--- src/rtl/all_pkgs.sv ---
// Shared core package.
// Contents:
//   WIDTH     datapath width of the RV32 core
//   ctrl_t    decoded control bundle carried from decode to execute
//   CTRL_NOP  control value of a bubble / empty slot (all zeros)
package all_pkgs;

    localparam int WIDTH = 32;

    typedef struct packed {
        logic [3:0] alu_op;
        logic       alu_src_imm;
        logic       mem_read;
        logic       mem_write;
        logic [1:0] mem_size;
        logic       reg_write;
        logic       branch;
        logic       jump;
    } ctrl_t;

    localparam ctrl_t CTRL_NOP = '0;

endpackage

--- src/rtl/id_hazard_unit.sv ---
// Load-use hazard detector (combinational).
// Flags when the instruction in EX is a load whose destination is read by
// the valid instruction waiting in ID. x0 never creates a hazard.
// Ports:
//   ex_valid_i, ex_mem_read_i, ex_rd_addr_i      state of the EX slot
//   id_valid_i, id_uses_rs1/2_i, id_rs1/2_addr_i  operand usage of ID
//   hazard_o                                      stall ID one cycle
module id_hazard_unit (
    input  logic       ex_valid_i,
    input  logic       ex_mem_read_i,
    input  logic [4:0] ex_rd_addr_i,
    input  logic       id_valid_i,
    input  logic       id_uses_rs1_i,
    input  logic       id_uses_rs2_i,
    input  logic [4:0] id_rs1_addr_i,
    input  logic [4:0] id_rs2_addr_i,
    output logic       hazard_o
);

    logic rs1_dep;
    logic rs2_dep;

    assign rs1_dep  = id_uses_rs1_i && (id_rs1_addr_i == ex_rd_addr_i);
    assign rs2_dep  = id_uses_rs2_i && (id_rs2_addr_i == ex_rd_addr_i);

    assign hazard_o = ex_valid_i && ex_mem_read_i && (ex_rd_addr_i != 5'd0) &&
                      id_valid_i && (rs1_dep || rs2_dep);

endmodule

--- src/rtl/id_ex_stage.sv ---
// ID/EX pipeline register of the RV32 core.
// Captures decoded fields and regfile operands and presents them to execute.
// Handles load-use stall (one bubble), same-cycle WB->ID bypass, operand
// refresh while EX is stalled, flush from execute and a bubble counter.
// Ports:
//   clk, rst                          core clock, synchronous active-high reset
//   id_*                              decode-side instruction and operands
//   id_ready                          decode instruction accepted (combinational)
//   wb_wr_en, wb_rd_addr, wb_rd_data  regfile write happening this cycle
//   flush                             execute redirect, kills EX and ID
//   ex_ready                          execute consumes the EX slot
//   ex_*                              registered EX slot
//   bubble_cnt                        load-use bubbles inserted (saturating)
module id_ex_stage
    import all_pkgs::*;
#(
    parameter int WIDTH = all_pkgs::WIDTH,
    parameter int CNT_W = 32
) (
    input  logic             clk,
    input  logic             rst,
    input  logic             id_valid,
    output logic             id_ready,
    input  logic [WIDTH-1:0] id_pc,
    input  logic [4:0]       id_rs1_addr,
    input  logic [4:0]       id_rs2_addr,
    input  logic [4:0]       id_rd_addr,
    input  logic             id_uses_rs1,
    input  logic             id_uses_rs2,
    input  logic [WIDTH-1:0] id_rs1_data,
    input  logic [WIDTH-1:0] id_rs2_data,
    input  logic [WIDTH-1:0] id_imm,
    input  ctrl_t            id_ctrl,
    input  logic             wb_wr_en,
    input  logic [4:0]       wb_rd_addr,
    input  logic [WIDTH-1:0] wb_rd_data,
    input  logic             flush,
    input  logic             ex_ready,
    output logic             ex_valid,
    output logic [WIDTH-1:0] ex_pc,
    output logic [WIDTH-1:0] ex_rs1_val,
    output logic [WIDTH-1:0] ex_rs2_val,
    output logic [WIDTH-1:0] ex_imm,
    output logic [4:0]       ex_rs1_addr,
    output logic [4:0]       ex_rs2_addr,
    output logic [4:0]       ex_rd_addr,
    output ctrl_t            ex_ctrl,
    output logic [CNT_W-1:0] bubble_cnt
);

    logic             valid_q,   valid_d;
    logic [WIDTH-1:0] pc_q,      pc_d;
    logic [WIDTH-1:0] rs1_val_q, rs1_val_d;
    logic [WIDTH-1:0] rs2_val_q, rs2_val_d;
    logic [WIDTH-1:0] imm_q,     imm_d;
    logic [4:0]       rs1_addr_q, rs1_addr_d;
    logic [4:0]       rs2_addr_q, rs2_addr_d;
    logic [4:0]       rd_addr_q,  rd_addr_d;
    ctrl_t            ctrl_q,    ctrl_d;
    logic [CNT_W-1:0] bub_q,     bub_d;

    logic             advance;
    logic             hazard;
    logic             wb_live;
    logic [WIDTH-1:0] rs1_byp;
    logic [WIDTH-1:0] rs2_byp;

    id_hazard_unit u_hazard (
        .ex_valid_i    (valid_q),
        .ex_mem_read_i (ctrl_q.mem_read),
        .ex_rd_addr_i  (rd_addr_q),
        .id_valid_i    (id_valid),
        .id_uses_rs1_i (id_uses_rs1),
        .id_uses_rs2_i (id_uses_rs2),
        .id_rs1_addr_i (id_rs1_addr),
        .id_rs2_addr_i (id_rs2_addr),
        .hazard_o      (hazard)
    );

    assign advance = !valid_q || ex_ready;

    // The regfile read is asynchronous and misses the write landing this
    // cycle, so the writeback value is taken directly.
    assign wb_live = wb_wr_en && (wb_rd_addr != 5'd0);
    assign rs1_byp = (wb_live && wb_rd_addr == id_rs1_addr) ? wb_rd_data : id_rs1_data;
    assign rs2_byp = (wb_live && wb_rd_addr == id_rs2_addr) ? wb_rd_data : id_rs2_data;

    assign id_ready = flush || (advance && !hazard);

    always_comb begin
        valid_d    = valid_q;
        pc_d       = pc_q;
        rs1_val_d  = rs1_val_q;
        rs2_val_d  = rs2_val_q;
        imm_d      = imm_q;
        rs1_addr_d = rs1_addr_q;
        rs2_addr_d = rs2_addr_q;
        rd_addr_d  = rd_addr_q;
        ctrl_d     = ctrl_q;
        bub_d      = bub_q;

        if (flush) begin
            valid_d = 1'b0;
            ctrl_d  = CTRL_NOP;
        end else if (advance && hazard) begin
            // Data fields keep their old values; only valid/ctrl are cleared.
            valid_d = 1'b0;
            ctrl_d  = CTRL_NOP;
            if (bub_q != '1) begin
                bub_d = bub_q + CNT_W'(1);
            end
        end else if (advance) begin
            valid_d    = id_valid;
            pc_d       = id_pc;
            rs1_val_d  = rs1_byp;
            rs2_val_d  = rs2_byp;
            imm_d      = id_imm;
            rs1_addr_d = id_rs1_addr;
            rs2_addr_d = id_rs2_addr;
            rd_addr_d  = id_rd_addr;
            ctrl_d     = id_ctrl;
        end else begin
            // EX stalled: a held operand would go stale if its register is
            // written back meanwhile, so track the write.
            if (wb_live && wb_rd_addr == rs1_addr_q) begin
                rs1_val_d = wb_rd_data;
            end
            if (wb_live && wb_rd_addr == rs2_addr_q) begin
                rs2_val_d = wb_rd_data;
            end
        end
    end

    always_ff @(posedge clk) begin
        if (rst) begin
            valid_q    <= 1'b0;
            pc_q       <= '0;
            rs1_val_q  <= '0;
            rs2_val_q  <= '0;
            imm_q      <= '0;
            rs1_addr_q <= '0;
            rs2_addr_q <= '0;
            rd_addr_q  <= '0;
            ctrl_q     <= CTRL_NOP;
            bub_q      <= '0;
        end else begin
            valid_q    <= valid_d;
            pc_q       <= pc_d;
            rs1_val_q  <= rs1_val_d;
            rs2_val_q  <= rs2_val_d;
            imm_q      <= imm_d;
            rs1_addr_q <= rs1_addr_d;
            rs2_addr_q <= rs2_addr_d;
            rd_addr_q  <= rd_addr_d;
            ctrl_q     <= ctrl_d;
            bub_q      <= bub_d;
        end
    end

    assign ex_valid    = valid_q;
    assign ex_pc       = pc_q;
    assign ex_rs1_val  = rs1_val_q;
    assign ex_rs2_val  = rs2_val_q;
    assign ex_imm      = imm_q;
    assign ex_rs1_addr = rs1_addr_q;
    assign ex_rs2_addr = rs2_addr_q;
    assign ex_rd_addr  = rd_addr_q;
    assign ex_ctrl     = ctrl_q;
    assign bubble_cnt  = bub_q;

endmodule
--- config.mk ---
export PLATFORM = sky130hd
export DESIGN_NAME = id_ex_stage
export DESIGN_NICKNAME = d
export VERILOG_FILES = /design/src/rtl/all_pkgs.sv /design/src/rtl/id_hazard_unit.sv /design/src/rtl/id_ex_stage.sv
export SDC_FILE = /design/constraint.sdc
export NUM_CORES = 1
export LEC_CHECK = 0
export ABC_AREA = 1
export BUFFER_PORTS_ARGS = -buffer_cell sky130_fd_sc_hd__clkbuf_2
export CAP_MARGIN = 15
export CORE_MARGIN = 2
export CORE_UTILIZATION = 31
export DETAILED_ROUTE_END_ITERATION = 10
export GPL_TIMING_DRIVEN = 0
export HOLD_SLACK_MARGIN = 0.15
export MAX_ROUTING_LAYER = met4
export PLACE_DENSITY = 0.63
export SYNTH_ARGS = -nofsm -noshare
export SYNTH_HDL_FRONTEND = slang
export SYNTH_SLANG_ARGS = --single-unit
--- constraint.sdc ---
create_clock -name clk -period 3.1 [get_ports clk]
set_clock_uncertainty 0.05 [all_clocks]
set_input_delay 0.62 -clock clk [delete_from_list [all_inputs] [get_ports clk]]
set_output_delay 0.62 -clock clk [all_outputs]
set_load 0.01 [all_outputs]
==> impl_metrics.json <==
{
  "ios": 389,
  "core_um2": 29700,
  "clk_pin_slew_worst_paths_ps": 80,
  "worstSetupPathType": "in2out",
  "p_sw_share_pct": 30.4,
  "slew_viol_final": 0,
  "layout-drive-gt1-share_pct": 26.3,
  "avgSynthCellArea_um2": 6.41,
  "sequentialPowerShare_pct": 44.8,
  "min_path_type": "in2reg",
  "cp_max_fo": 10,
  "hold_depth": 3,
  "die_w_um": 178,
  "p_comb_share_pct": 16.3,
  "setup.worst_path.start_class": "primary input",
  "clkPwrFrac_pct": 38.9,
  "post_cts_buffers": 0,
  "synth.distinct_cells": 25,
  "dpl.cell_count": 2240,
  "ant_nets": 0,
  "ys_seq_area_share_pct": 40.0,
  "clock_latency_ps": 460,
  "rsz0062_at_grt": "false",
  "track_usage_pct": 22.5,
  "setup_ws_ps": 287,
  "cts_tree": "built",
  "routedWlPerCell_um": 15.6,
  "cap_violations": 0,
  "drt-total-wl_mm": 35.5,
  "setup-violations-final": 0,
  "start_util_pct": 31.6,
  "place_area_um2": 11800,
  "yosys_warnings": 0,
  "tightestPinTransition_ps": 688,
  "cts_buffers": 17,
  "syn_area_um2": 9400,
  "synth_edf_count": 0,
  "fin_cells": 2274,
  "dp_slack_ps": 155,
  "power_density_nw_per_um2": 474,
  "power.switching_mw": 1.79,
  "max_freq_mhz": 355,
  "status": "completed",
  "reg2reg_depth": 8,
  "grt_pass1_wl_mm": 53.7,
  "firstDrtPassIters": 5,
  "syn-num-nets": 1668,
  "syn_inst": 1467,
  "cts.htree.levels": 4,
  "die_h_um": 178,
  "finalSetupTns_ps": 0,
  "drc": 0,
  "arrival_ps": 2140,
  "areaGrowthSynthToFinish_pct": 32.1,
  "synth-seq-cells": 188,
  "cts_buffer_depth": 2,
  "maxSlewHeadroom_pct": 54.1,
  "synth_top_flop_cell": "dfxtp_1",
  "grt_max_degree": 20,
  "timing.critical_path.to_type": "primary output",
  "rows": 63,
  "synthArstFlopShare_pct": 0,
  "finalCriticalPeriod_ps": 2810,
  "root_buffer": "clkbuf_16",
  "place.gp.congestion": 0.892,
  "critPathRequiredTime_ps": 2430,
  "finalHoldViolCount": 0,
  "fin_area_um2": 12400,
  "fin_util_pct": 41.8,
  "finalCritPeriodShare_pct": 90.8,
  "nets": 2069,
  "fin_hold_ws_ps": 341,
  "power_mw": 5.88,
  "drt_iter0_drc": 657,
  "via_count": 10800,
  "io_buffers": 383,
  "peakVddDrop_mv": 0.351,
  "dpl.hpwl_mm": 27.8,
  "die_area_um2": 31700,
  "p_leak_nw": 6.46,
  "grt-ovfl-total": 0,
  "antenna_found_initial": 3,
  "p_int_mw": 4.09,
  "cts.sinks": 188,
  "viasPerCell": 4.74,
  "grt_pass1_vias": 10100
}
[path summary, 6_finish.rpt]
| check | from | endpoint | slack, ps |
|---|---|---|---|
| setup / recovery | flush | id_ready | 290 |
| hold / removal | id_rd_addr[1] | ex_rd_addr[1]$_SDFFE_PP0P_ | 340 |
| setup reg to reg | ex_valid$_SDFFE_PP0N_ | ex_imm[3]$_SDFFE_PP0P_ | 960 |
| hold reg to reg | ex_pc[13]$_SDFFE_PP0P_ | ex_pc[13]$_SDFFE_PP0P_ | 410 |
[cell type report]
type	count	area (um^2)
Fill cell	3194	17300
Inverter	121	454
Multi-Input combinational cell	1057	4660
Timing Repair Buffer	383	1920
Sequential cell	188	3760
Clock inverter	15	176
Buffer	100	524
Antenna cell	3	7.51
Tap cell	390	488
Clock buffer	17	425
[placed cells by master, fill, tap and decap left out, types with 3 or more instances in the layout]
cell	synthesis	layout
nand2_1	481	481
clkbuf_2	0	383
nor2_1	223	223
dfxtp_1	188	188
inv_1	119	119
a21oi_1	114	114
nand3_1	112	112
nand4_1	80	80
buf_2	35	35
clkbuf_1	36	35
buf_4	24	24
clkbuf_16	0	17
xor2_1	12	12
xnor2_1	9	9
nand2_2	8	8
nor3_1	6	6
inv_8	0	6
buf_1	4	4
diode_2	0	3
[layer usage]
layer | global-route usage [%] | part of all wire, % | up-vias
li1 | - | - | 5439
met3 | 6.33 | 8.0 | 60
met1 | 27.0 | 43 | 4868
met2 | 36.0 | 47 | 404
met4 | 8.06 | 2.7 | 0
met5 | - | 0 | -
[power groups by stage]
stage | combinational [mW] | clock [mW] | sequential [mW]
6_report | 0.958 | 2.29 | 2.63
2_1_floorplan | 0.467 | 0 | 2.74
4_1_cts | 0.964 | 2.34 | 2.63
5_1_grt | 1.08 | 2.43 | 2.65
3_3_place_gp | 0.951 | 0 | 2.68
3_5_place_dp | 0.958 | 0 | 2.69
[cell usage after synthesis, types with 6 or more instances]
cell	number	share of area, %
nor2_1	223	8.9
nand2_2	8	0.53
dfxtp_1	188	40
nand2_1	481	19
xnor2_1	9	0.84
nor3_1	6	0.32
clkbuf_1	36	1.4
inv_1	119	4.8
xor2_1	12	1.1
nand4_1	80	5.3
buf_4	24	1.9
a21oi_1	114	6.1
nand3_1	112	6.0
buf_2	35	1.9
[cells by family after synthesis]
group / Yosys count / share of synthesized area (%)
buffers and inverters: 222 / 10.4
and+or+nand+nor: 919 / 41.2
AOI/OAI and AO/OA: 116 / 6.21
adders and majority gates: 1 / 0.133
xor gates and xnor gates: 21 / 1.96
DFF: 188 / 40.0
[repair_timing]
| item | 4_1_cts | 5_1_grt |
|---|---|---|
| gates resized for setup | 1 | 0 |
| hold buffers | 0 | 0 |
| setup endpoints to repair | 1 | 1 |
[state kept, by name (all words and copies together) (netlist names)]
signal / count
ex_valid: 1
ex_imm: 32
ex_pc: 32
ex_ctrl: 12
ex_rs1_addr: 5
ex_rs2_addr: 5
bubble_cnt: 32
ex_rs2_val: 32
ex_rs1_val: 32
ex_rd_addr: 5
[worst max-delay path: stages]
cell	delay (ps)
clkbuf_2	120
inv_2	210
clkbuf_1	450
clkbuf_1	420
nand2_1	150
clkbuf_2	160
(Power assumes the default switching activity.)
